===== src/rtl/mem_arbiter_if.sv =====
// Bus bundles for the memory arbiter: requester-side channel bus and downstream memory bus.
// On each bundle the master drives requests and the slave drives completions.
interface mem_arbiter_ch_if #(
  parameter int NUM_CH = 2,
  parameter int ADDR_W = 32,
  parameter int DATA_W = 32
);
  logic [NUM_CH-1:0]                 ch_read;
  logic [NUM_CH-1:0]                 ch_write;
  logic [NUM_CH-1:0][ADDR_W-1:0]     ch_addr;
  logic [NUM_CH-1:0][DATA_W-1:0]     ch_wdata;
  logic [NUM_CH-1:0][DATA_W/8-1:0]   ch_mbe;
  logic [DATA_W-1:0]                 ch_rdata;
  logic [NUM_CH-1:0]                 ch_resp;

  modport master (
    output ch_read, ch_write, ch_addr, ch_wdata, ch_mbe,
    input  ch_rdata, ch_resp
  );
  modport slave (
    input  ch_read, ch_write, ch_addr, ch_wdata, ch_mbe,
    output ch_rdata, ch_resp
  );
endinterface

interface mem_arbiter_mem_if #(
  parameter int ADDR_W = 32,
  parameter int DATA_W = 32
);
  logic                  mem_read;
  logic                  mem_write;
  logic [ADDR_W-1:0]     mem_addr;
  logic [DATA_W-1:0]     mem_wdata;
  logic [DATA_W/8-1:0]   mem_mbe;
  logic [DATA_W-1:0]     mem_rdata;
  logic                  mem_resp;

  modport master (
    output mem_read, mem_write, mem_addr, mem_wdata, mem_mbe,
    input  mem_rdata, mem_resp
  );
  modport slave (
    input  mem_read, mem_write, mem_addr, mem_wdata, mem_mbe,
    output mem_rdata, mem_resp
  );
endinterface


===== src/rtl/mem_arbiter.sv =====
// N-channel arbiter in front of a single memory port; one transaction in flight,
// round-robin or fixed-priority grant, IDLE -> BUSY -> DONE handshake.
module mem_arbiter #(
  parameter int NUM_CH  = 2,
  parameter int ADDR_W  = 32,
  parameter int DATA_W  = 32,
  parameter int RR_MODE = 1
) (
  input  logic              clk_i,
  input  logic              rst_ni,
  mem_arbiter_ch_if.slave   ch,
  mem_arbiter_mem_if.master mem
);

  localparam int PTR_W = (NUM_CH > 1) ? $clog2(NUM_CH) : 1;

  typedef enum logic [1:0] {
    IDLE = 2'd0,
    BUSY = 2'd1,
    DONE = 2'd2
  } state_e;

  state_e                state_q, state_d;
  logic [PTR_W-1:0]      ptr_q, ptr_d;
  logic [PTR_W-1:0]      grant_q, grant_d;
  logic                  write_q, write_d;
  logic [ADDR_W-1:0]     addr_q, addr_d;
  logic [DATA_W-1:0]     wdata_q, wdata_d;
  logic [DATA_W/8-1:0]   mbe_q, mbe_d;

  logic [NUM_CH-1:0]     req;
  logic [PTR_W-1:0]      cand;
  logic [PTR_W-1:0]      sel_idx;
  logic                  sel_found;
  logic                  mem_read_o, mem_write_o;
  logic [NUM_CH-1:0]     ch_resp_o;
  logic [DATA_W-1:0]     ch_rdata_o;

  // Search starts at the pointer in round-robin mode, at channel 0 otherwise.
  always_comb begin
    // NOTE: every variable gets a default before any branch so no latch is inferred.
    req       = ch.ch_read | ch.ch_write;
    cand      = '0;
    sel_idx   = '0;
    sel_found = 1'b0;
    for (int k = 0; k < NUM_CH; k++) begin
      cand = PTR_W'(((RR_MODE != 0 ? int'(ptr_q) : 0) + k) % NUM_CH);
      if (!sel_found && req[cand]) begin
        sel_found = 1'b1;
        sel_idx   = cand;
      end
    end
  end

  always_comb begin
    state_d     = state_q;
    ptr_d       = ptr_q;
    grant_d     = grant_q;
    write_d     = write_q;
    addr_d      = addr_q;
    wdata_d     = wdata_q;
    mbe_d       = mbe_q;
    mem_read_o  = 1'b0;
    mem_write_o = 1'b0;
    ch_resp_o   = '0;
    ch_rdata_o  = '0;
    unique case (state_q)
      IDLE: begin
        if (sel_found) begin
          state_d = BUSY;
          grant_d = sel_idx;
          write_d = ch.ch_write[sel_idx];
          addr_d  = ch.ch_addr[sel_idx];
          wdata_d = ch.ch_wdata[sel_idx];
          mbe_d   = ch.ch_mbe[sel_idx];
          if (RR_MODE != 0) begin
            ptr_d = PTR_W'((int'(sel_idx) + 1) % NUM_CH);
          end
        end
      end
      BUSY: begin
        // A read+write request was latched as a write, so write_q alone picks the strobe.
        mem_read_o  = ~write_q;
        mem_write_o = write_q;
        if (mem.mem_resp) begin
          ch_resp_o[grant_q] = 1'b1;
          ch_rdata_o         = mem.mem_rdata;
          state_d            = DONE;
        end
      end
      DONE: begin
        state_d = IDLE;
      end
      default: begin
        state_d = IDLE;
      end
    endcase
  end

  always_ff @(posedge clk_i) begin
    // NOTE: all control and latched fields are reset so the downstream bus reads 0 after reset.
    if (!rst_ni) begin
      state_q <= IDLE;
      ptr_q   <= '0;
      grant_q <= '0;
      write_q <= 1'b0;
      addr_q  <= '0;
      wdata_q <= '0;
      mbe_q   <= '0;
    end else begin
      // NOTE: non-blocking assignments so every register samples pre-edge values.
      state_q <= state_d;
      ptr_q   <= ptr_d;
      grant_q <= grant_d;
      write_q <= write_d;
      addr_q  <= addr_d;
      wdata_q <= wdata_d;
      mbe_q   <= mbe_d;
    end
  end

  assign mem.mem_read  = mem_read_o;
  assign mem.mem_write = mem_write_o;
  assign mem.mem_addr  = addr_q;
  assign mem.mem_wdata = wdata_q;
  assign mem.mem_mbe   = mbe_q;
  assign ch.ch_resp    = ch_resp_o;
  assign ch.ch_rdata   = ch_rdata_o;

endmodule


===== src/flat_wrapper.sv =====
// flat-port wrapper written by rule: the top's interface ports become plain ports
module mem_arbiter_flat 
#(
  parameter int NUM_CH  = 2,
  parameter int ADDR_W  = 32,
  parameter int DATA_W  = 32,
  parameter int RR_MODE = 1
)
  (clk_i, rst_ni, ch_ch_read, ch_ch_write, ch_ch_addr, ch_ch_wdata, ch_ch_mbe, ch_ch_rdata, ch_ch_resp, mem_mem_read, mem_mem_write, mem_mem_addr, mem_mem_wdata, mem_mem_mbe, mem_mem_rdata, mem_mem_resp);
  mem_arbiter_ch_if #(.NUM_CH(NUM_CH), .ADDR_W(ADDR_W), .DATA_W(DATA_W)) ch_i ();
  mem_arbiter_mem_if #(.ADDR_W(ADDR_W), .DATA_W(DATA_W)) mem_i ();
  input  logic clk_i;
  input  logic rst_ni;
  input wire logic [$bits(ch_i.ch_read)-1:0] ch_ch_read;
  input wire logic [$bits(ch_i.ch_write)-1:0] ch_ch_write;
  input wire logic [$bits(ch_i.ch_addr)-1:0] ch_ch_addr;
  input wire logic [$bits(ch_i.ch_wdata)-1:0] ch_ch_wdata;
  input wire logic [$bits(ch_i.ch_mbe)-1:0] ch_ch_mbe;
  output wire logic [$bits(ch_i.ch_rdata)-1:0] ch_ch_rdata;
  output wire logic [$bits(ch_i.ch_resp)-1:0] ch_ch_resp;
  output wire logic [$bits(mem_i.mem_read)-1:0] mem_mem_read;
  output wire logic [$bits(mem_i.mem_write)-1:0] mem_mem_write;
  output wire logic [$bits(mem_i.mem_addr)-1:0] mem_mem_addr;
  output wire logic [$bits(mem_i.mem_wdata)-1:0] mem_mem_wdata;
  output wire logic [$bits(mem_i.mem_mbe)-1:0] mem_mem_mbe;
  input wire logic [$bits(mem_i.mem_rdata)-1:0] mem_mem_rdata;
  input wire logic [$bits(mem_i.mem_resp)-1:0] mem_mem_resp;
  assign ch_i.ch_read = ch_ch_read;
  assign ch_i.ch_write = ch_ch_write;
  assign ch_i.ch_addr = ch_ch_addr;
  assign ch_i.ch_wdata = ch_ch_wdata;
  assign ch_i.ch_mbe = ch_ch_mbe;
  assign ch_ch_rdata = ch_i.ch_rdata;
  assign ch_ch_resp = ch_i.ch_resp;
  assign mem_mem_read = mem_i.mem_read;
  assign mem_mem_write = mem_i.mem_write;
  assign mem_mem_addr = mem_i.mem_addr;
  assign mem_mem_wdata = mem_i.mem_wdata;
  assign mem_mem_mbe = mem_i.mem_mbe;
  assign mem_i.mem_rdata = mem_mem_rdata;
  assign mem_i.mem_resp = mem_mem_resp;
  mem_arbiter #(.NUM_CH(NUM_CH), .ADDR_W(ADDR_W), .DATA_W(DATA_W), .RR_MODE(RR_MODE)) u_core (.clk_i(clk_i), .rst_ni(rst_ni), .ch(ch_i), .mem(mem_i));
endmodule

===== config.mk =====
export PLATFORM = sky130hd
export DESIGN_NAME = mem_arbiter_flat
export DESIGN_NICKNAME = d
export VERILOG_FILES = /design/src/rtl/mem_arbiter_if.sv /design/src/rtl/mem_arbiter.sv /design/src/flat_wrapper.sv
export SDC_FILE = /design/constraint.sdc
export NUM_CORES = 1
export LEC_CHECK = 0
export BUFFER_PORTS_ARGS = -buffer_cell sky130_fd_sc_hd__buf_2
export CAP_MARGIN = 30
export CORE_AREA = 2 2 108 110
export CTS_CLUSTER_DIAMETER = 30
export DETAILED_ROUTE_END_ITERATION = 6
export DIE_AREA = 0 0 110 112
export GPL_TIMING_DRIVEN = 0
export PLACE_DENSITY = 0.66
export SYNTH_ARGS = -nofsm -noshare
export SYNTH_HDL_FRONTEND = slang
export SYNTH_SLANG_ARGS = --single-unit

===== constraint.sdc =====
create_clock -name clk_i -period 2.3 [get_ports clk_i]
set_input_delay 0.46 -clock clk_i [delete_from_list [all_inputs] [get_ports clk_i]]
set_output_delay 0.46 -clock clk_i [all_outputs]
set_load 0.05 [all_outputs]

# Word level (Yosys, flattened, before mapping)
# Index checks and enable logic that the tools add are counted.
[word_totals]
register_bits = 73
inputBits = 175
output_inout_bits = 104
[classes]
add_sub_neg = 2
n_lt_le_gt_ge = 5
eq_ne = 3
n_mux = 27
bitwise_logic = 2
n_reduce_logical = 6
[op_table]
columns = ["cell", "n"]
rows = [
  ["two-way mux 32 bit", 6],
  ["two-way mux 1 bit", 13],
  ["less-than comparator 1 x 2 -> 1 bit (second input constant)", 4],
  ["two-way mux 2 bit", 4],
  ["two-way mux 4 bit", 2],
  ["one-hot mux 2 bit (2 select lines)", 1],
  ["AND reduction 2 bit", 2],
  ["adder 1 bit (second input constant)", 2],
  ["== test 2 x 1 -> 1 bit (second input constant)", 1],
  ["logical AND 1 bit", 2],
  ["zero test 2 bit", 1],
  ["inequality test 2 x 1 -> 1 bit (second input constant)", 1],
  ["inequality test 2 bit (second input constant)", 1],
  ["OR 2 bit", 1],
  ["demux 1 bit (select 1 bit)", 1],
  ["greater-or-equal comparator 1 bit (second input constant)", 1],
  ["zero test 1 bit", 1],
  ["NOT 1 bit", 1],
]

# Depth between registers and ports, before layout
# Gate-level depths: netlist of run 1.
[depth]
ltp_word = 9
ltp_mapped = 6
depth_no_buf = 3

# Least setup slack after synthesis of run 1
# No wires, ideal clock.
[synth_path]
kind = "flip-flop to output port"
start = "register u_core.state_q[0]"
end = "output mem_mem_read"
arrival_time_ns = 1.670
path_slack_ns = 0.170
path_stages_with_launch = 5
n_path_buf = 2
cell_sequence = "dfxtp_1 nor2b_1 clkbuf_1 clkbuf_1 nor2b_1"
[synth_between]
elab_chain_cells = 2
[synth_rtl]
columns = ["item", "line_no", "source"]
rows = [
  ["start, declared", "mem_arbiter.sv:23", "state_e state_q, state_d;"],
  ["start signal, assigned", "mem_arbiter.sv:112", "state_q <= state_d;"],
  ["== test 2 x 1 -> 1 bit", "mem_arbiter.sv:67", "unique case (state_q)"],
  ["two-way mux 1 bit", "mem_arbiter.sv:67", ""],
  ["end, declared", "flat_wrapper.sv:21", "output wire logic [$bits(mem_i.mem_read)-1:0] mem_mem_read;"],
]
# No other way between the ends.

# Worst setup path after layout of run 1
[layout_path]
start = "register u_core.state_q[0]"
end = "output ch_ch_rdata[16]"
[layout_between]
elab_chain_cells = 2
[layout_rtl]
columns = ["item", "line_no", "source"]
rows = [
  ["== test 2 x 1 -> 1 bit", "mem_arbiter.sv:67", ""],
  ["two-way mux 32 bit", "mem_arbiter.sv:67", ""],
  ["end, declared", "flat_wrapper.sv:19", "output wire logic [$bits(ch_i.ch_rdata)-1:0] ch_ch_rdata;"],
]
# No other way between the ends.

==> results of run 1 <==
[worst max-delay path: stages, from the launching register on]
cell and delay (ps):
dfxtp_1 380, nor2b_1 150, clkbuf_2 190, clkbuf_2 210
and3_1 200, buf_2 270
[per-stage QoR]
stage / hold slack, ps / cell area (um^2) / worst slack, ps / utilization, %
finish: 347.7 / 5236 / 114.5 / 46.86
global route: 340.5 / 5236 / 5.299 / 46.86
CTS: 332.9 / 5224 / 2.102 / 46.75
detailed placement: 479.7 / 4965 / 227.9 / 44.43
global placement: 467.8 / 4965 / 273.3 / 44.43
floorplan: 445.2 / 3400 / 170.0 / -
[cell usage after synthesis (2+ instances only)]
cell       n  area share (%)
dfxtp_1   73              43
nand2_1   69             7.6
a21oi_1   71              10
and3_1    34             6.3
a221o_1   68              20
nor2_1     4            0.44
buf_2      6            0.88
nor2b_1    2            0.37
clkbuf_1  26             2.9
buf_6     11             3.6
[cell usage in the layout, fill, tap and decap left out, types with 2 or more instances in the layout]
| master | instances |
|---|---|
| buf_2 | 281 |
| dfxtp_1 | 73 |
| a21oi_1 | 71 |
| nand2_1 | 69 |
| a221o_1 | 68 |
| and3_1 | 34 |
| clkbuf_1 | 25 |
| buf_6 | 11 |
| clkbuf_16 | 9 |
| nor2_1 | 4 |
| clkinv_2 | 4 |
| clkbuf_4 | 4 |
| clkbuf_2 | 3 |
| nor2b_1 | 2 |
[report_power, final]
group          total [W]  internal (W)  switching [W]
logic            0.00135      0.000406       0.000942
clock network    0.00126      0.000724       0.000533
registers        0.00149       0.00141      0.0000767
[metal layers]
layer | vias to the layer above | wire length [um] | global-route usage [%]
met2 | 162 | 6283 | 33.82
met1 | 1944 | 5564 | 24.93
met3 | 20 | 1140 | 6.616
met4 | 2 | 212 | 6.245
li1 | 2033 | - | -
met5 | - | 13 | 0
[final timing paths]
| check | to | slack (ps) | cells after the start |
|---|---|---|---|
| max | ch_ch_rdata[16] | 110 | 5 |
| min reg2reg | u_core.grant_q$_SDFFE_PN0P_ | 480 | 2 |
| max reg2reg | u_core.mem.mem_addr[22]$_SDFFE_PN0P_ | 450 | 5 |
| min | u_core.mem.mem_wdata[0]$_SDFFE_PN0P_ | 350 | 2 |
[layout make-up]
class	count	area [um^2]	share of cell area (%)
flip-flops and latches	73	1461	27.91
inverters	1	3.754	0.07168
clock inverters	4	20.02	0.3823
multi-input cells	264	1667	31.83
plain buffers	46	272.8	5.209
repair buffers	277	1396	26.67
well taps	143	178.9	3.417
clock buffers	12	236.5	4.516
[logic make-up after synthesis]
| family | after synthesis | synth area share (%) |
|---|---|---|
| AO/OA/AOI/OAI | 147 | 32.68 |
| buffers and inverters | 47 | 7.986 |
| flip-flops | 73 | 42.99 |
| AND/OR/NAND/NOR | 117 | 16.34 |
[timing repair]
item                                    4_1_cts  5_1_grt
gates cloned                                  0        0
resized for setup                             2       10
endpoints found under the setup margin       30       24
[sequential cells by signal, summed over array words and instances, names as in the netlist]
signal and cells:
u_core.mem.mem_addr 32, u_core.grant_q 1, u_core.ptr_q 1, u_core.mem.mem_mbe 4, u_core.write_q 1, u_core.state_q 2, u_core.mem.mem_wdata 32
==> impl_metrics.tcl, run 1 <==
set metrics [dict create \
    startpoint "u_core.state_q[0]$_SDFFE_PN0P_" \
    dp.final_hpwl_um 10270 \
    clock_latency_ps 330 \
    dieArea_mm2 0.01232 \
    cts_num_sinks 73 \
    worstSetupPathType "register to primary output" \
    worst_ep_required_time_ps 1840 \
    async_reset_ff_share_pct 0 \
    via_count 4161 \
    grt_pass1_vias 4008 \
    grt_max_degree 12 \
    drtPass1Iterations 6 \
    ctsHtreeMaxLevel 3 \
    max_freq_ghz 0.4576 \
    grt_pass1_wl_um 19840 \
    dp.cells 804 \
    drive_gt1_share_pct 46.68 \
    syn_inst 384 \
    port_buffers 277 \
    start_kind "register" \
    layoutNonFillerInstCount 820 \
    synth_nets 559 \
    status "complete, no violations" \
    synth_ff_type "dfxtp_1" \
    routed_wl_um 13210 \
    drc_errors 0 \
    postCtsSetupBuffers 0 \
    clkTransAtPathRegs_ps 60 \
    r2r-start "u_core.state_q[1]$_SDFFE_PN0P_" \
    p_per_area_mw_per_mm2 782.1 \
    ys_ff_latch 73 \
    holdBufCountCts 0 \
    nFillCells 1111 \
    fp.dieH_um 112 \
    wl_per_cell_um 16.11 \
    slew_violations 0 \
    fin_tns_setup_ps 0 \
    end_kind "primary output" \
    clockRootBuffer "clkbuf_16" \
    finalCritPeriodShare_pct 95.02 \
    netlist_area_mm2 0.003400 \
    synth-edff-count 0 \
    finClkSkew_ps 1.947 \
    min_from "ch_ch_wdata[0]" \
    area_growth_pct 54.03 \
    worstPathMaxFanout 10 \
    hold_path_class "primary input to register" \
    rsz0062_at_grt "false" \
    avgSynthCellArea_um2 8.853 \
    cts_buffers 9 \
    peakVddDrop_uv 460.1 \
    cts_buffer_depth 2 \
    final_antenna_net_count 0 \
    vias_per_cell 5.074 \
    layout_min_cycle_time_ps 2185 \
    max-cap-violations 0 \
    p_leak_nw 2.750 \
    grt_usage_pct 20.43 \
    synth_cell_types 30 \
    ys_seq_area_share_pct 42.99 \
    core-area_mm2 0.01117 \
    tightest_slew_ps 538.9 \
    max_slew_margin_pct 64.08 \
    yosysWarnings 0 \
    globalplace.congestion 0.8223 \
    antenna_cells 0 \
    io_pins 279 \
    power.total_w 0.004095 \
    cts_tree "done" \
    grt_antenna_before_repair 1 \
    drtIter0Drc 318 \
    grt_overflow_total 0 \
    finalSetupViolCount 0 \
    hold_viol_final 0 \
    die_w_um 110 \
    rows 39 \
    worst_ep_arrival_time_ps 1730 \
    start_util_pct 30.42 \
    final_nets 847 \
]
No activity file was read; power rests on OpenSTA's default activity.
==> run 2: changes to the inputs <==
--- a/config.mk
+++ b/config.mk
@@ -7,12 +7,12 @@
 export LEC_CHECK = 0
 export BUFFER_PORTS_ARGS = -buffer_cell sky130_fd_sc_hd__buf_2
 export CAP_MARGIN = 30
-export CORE_AREA = 2 2 108 110
+export CORE_AREA = 2 2 109 111
 export CTS_CLUSTER_DIAMETER = 30
+export CTS_CLUSTER_SIZE = 28
 export DETAILED_ROUTE_END_ITERATION = 6
-export DIE_AREA = 0 0 110 112
+export DIE_AREA = 0 0 111 113
 export GPL_TIMING_DRIVEN = 0
-export PLACE_DENSITY = 0.66
 export SYNTH_ARGS = -nofsm -noshare
 export SYNTH_HDL_FRONTEND = slang
 export SYNTH_SLANG_ARGS = --single-unit
==> constraint.sdc (replaced) <==
create_clock -name clk_i -period 2.37 [get_ports clk_i]
set_input_delay 0.474 -clock clk_i [delete_from_list [all_inputs] [get_ports clk_i]]
set_output_delay 0.474 -clock clk_i [all_outputs]
set_load 0.05 [all_outputs]
==> run 2 against run 1 <==
Register-to-register slack improved by 160 ps. Clock power increased by 24%. Die area increased by 1.8%. Largest cell class is now multi-input gates. Largest power group is now the clock network. Highest routed layer is now met4.
==> impl_metrics.tcl, run 2 (synthesis results as in run 1) <==
set metrics [dict create \
    drtIter0Drc 406 \
    max_slew_margin_pct 67.01 \
    clockRootBuffer "clkbuf_16" \
    drive_gt1_share_pct 46.82 \
    dieArea_mm2 0.01254 \
    peakVddDrop_uv 377.6 \
    layout_min_cycle_time_ps 2221 \
    switching_share_pct 35.31 \
    slew_violations 0 \
    clkTransAtPathRegs_ps 60 \
    finalCritPeriodShare_pct 93.70 \
    grt_usage_pct 20.49 \
    path_common_cell "clkbuf_2" \
    crit_slowest_cell "dfxtp_1" \
    final_common_cell "buf_2" \
    globalplace.congestion 0.8372 \
    ctsHtreeMaxLevel 3 \
    rows 39 \
    wl_per_cell_um 16.38 \
    nFillCells 1122 \
    cts_tree "done" \
    dp.final_hpwl_um 10330 \
    cts_buffer_depth 2 \
    max-cap-violations 0 \
    hold_path_class "primary input to register" \
    slowest_delay_ps 380 \
    worstSetupPathType "register to primary output" \
    grt_antenna_before_repair 0 \
    power.switching_w 0.001525 \
    path_buf_inv 3 \
    status "complete, no violations" \
    antenna_cells 0 \
    min_from "ch_ch_wdata[60]" \
    routed_wl_um 13430 \
    area_growth_pct 56.09 \
    cts_resized 1 \
    grt_max_degree 13 \
    start_kind "register" \
    p_leak_nw 2.785 \
    tightest_slew_ps 494.8 \
    share_comb_of_total_power_pct 30.3 \
    hold_end "u_core.mem.mem_wdata[28]$_SDFFE_PN0P_" \
    seq_power_share_pct 33.6 \
    mostFrequentLayoutCells "buf_2, dfxtp_1, a21oi_1" \
    clockPowerShare_pct 36.2 \
    finalSetupViolCount 0 \
    hold_viol_final 0 \
    grt_pass1_wl_um 20840 \
    r2r-end "u_core.mem.mem_wdata[19]$_SDFFE_PN0P_" \
    worst_ep_required_time_ps 1900 \
    p_per_area_mw_per_mm2 813.8 \
    postCtsSetupBuffers 0 \
    rsz0062_at_grt "false" \
    final_antenna_net_count 0 \
    drc_errors 0 \
    crit_chain "nor2b_1 > clkbuf_2 > clkbuf_2 > and3_1 > buf_2" \
    worstPathMaxFanout 10 \
    r2r_slack_ps 610 \
    clock_latency_ps 330 \
    start_util_pct 30.16 \
    grt_pass1_vias 3992 \
    cts_buffers 9 \
    final.hold.worst_slack_ps 362.2 \
    fp.dieH_um 113 \
    port_buffers 277 \
    via_count 4144 \
    max_freq_ghz 0.4503 \
    die_w_um 111 \
    p_int_w 0.002794 \
    io_pins 279 \
    holdBufCountCts 0 \
    finClkSkew_ps 8.769 \
    fin_tns_setup_ps 0 \
    cts_num_sinks 73 \
    end_kind "primary output" \
    hold_depth 2 \
    ff2ff_path_depth 5 \
    core-area_mm2 0.01127 \
    critPathTopFamily "buffers and inverters" \
    grt_overflow_total 0 \
    drtPass1Iterations 5 \
    vias_per_cell 5.054 \
    r2r-start "u_core.state_q[1]$_SDFFE_PN0P_" \
    final_nets 847 \
    worst_ep_arrival_time_ps 1750 \
]
==> run 2: metal layers <==
metal / track usage, % / part of all wire [%] / up-vias / wire, um
li1: - / - / 2035 / -
met1: 26.06 / 44 / 1930 / 5959
met2: 33.99 / 47 / 170 / 6329
met3: 5.838 / 7.6 / 9 / 1022
met4: 6.167 / 0.91 / 0 / 122
met5: 0 / 0 / - / 0
==> run 2: worst max path at each step <==
stage | slack, ps | cells after the start | from | to
2_1_floorplan | 230 | 4 | u_core.state_q[0]$_SDFFE_PN0P_ | mem_mem_read
3_5_place_dp | 280 | 5 | u_core.state_q[0]$_SDFFE_PN0P_ | ch_ch_rdata[11]
6_report | 150 | 5 | u_core.state_q[0]$_SDFFE_PN0P_ | ch_ch_rdata[11]
5_1_grt | 30 | 5 | u_core.state_q[0]$_SDFFE_PN0P_ | ch_ch_rdata[11]
3_3_place_gp | 340 | 5 | u_core.state_q[0]$_SDFFE_PN0P_ | ch_ch_rdata[11]
4_1_cts | -10 | 5 | u_core.state_q[0]$_SDFFE_PN0P_ | ch_ch_rdata[29]
==> run 2: power groups by stage <==
stage / clock (W) / sequential [W] / combinational (W)
2_1_floorplan: 0 / 0.00193 / 0.000435
3_3_place_gp: 0 / 0.00147 / 0.00130
3_5_place_dp: 0 / 0.00147 / 0.00131
4_1_cts: 0.00159 / 0.00145 / 0.00131
5_1_grt: 0.00166 / 0.00147 / 0.00138
6_report: 0.00156 / 0.00145 / 0.00131
==> run 2: cell type report <==
type	instances	area (um^2)	area share, %
Multi-Input combinational cell	264	1667	31.41
Clock inverter	5	103.9	1.957
Buffer	46	272.8	5.140
Clock buffer	11	232.7	4.386
Inverter	1	3.754	0.07074
Tap cell	143	178.9	3.372
Timing Repair Buffer	277	1386	26.13
Sequential cell	73	1461	27.54
==> run 2: worst reg2reg max path: cells and delay by family, from the launching register on <==
| kind | cells | cell delay, ps |
|---|---|---|
| buffers and inverters | 2 | 720 |
| DFF | 1 | 330 |
| and+or+nand+nor | 1 | 190 |
| AOI/OAI and AO/OA | 2 | 420 |
==> run 2: per-stage QoR <==
stage | instances | total power [W] | worst slack, ps | instance area [um^2] | utilization (%)
after detailed placement | 804 | 0.002782 | 284.1 | 4965 | 44.04
after global routing | 820 | 0.004506 | 27.17 | 5306 | 47.08
after CTS | 820 | 0.004351 | -12.23 | 5303 | 47.04
after global placement | 804 | 0.002766 | 338.2 | 4965 | 44.04
after floorplan | 384 | 0.002368 | 226.0 | 3400 | -
final | 820 | 0.004318 | 149.2 | 5306 | 47.08
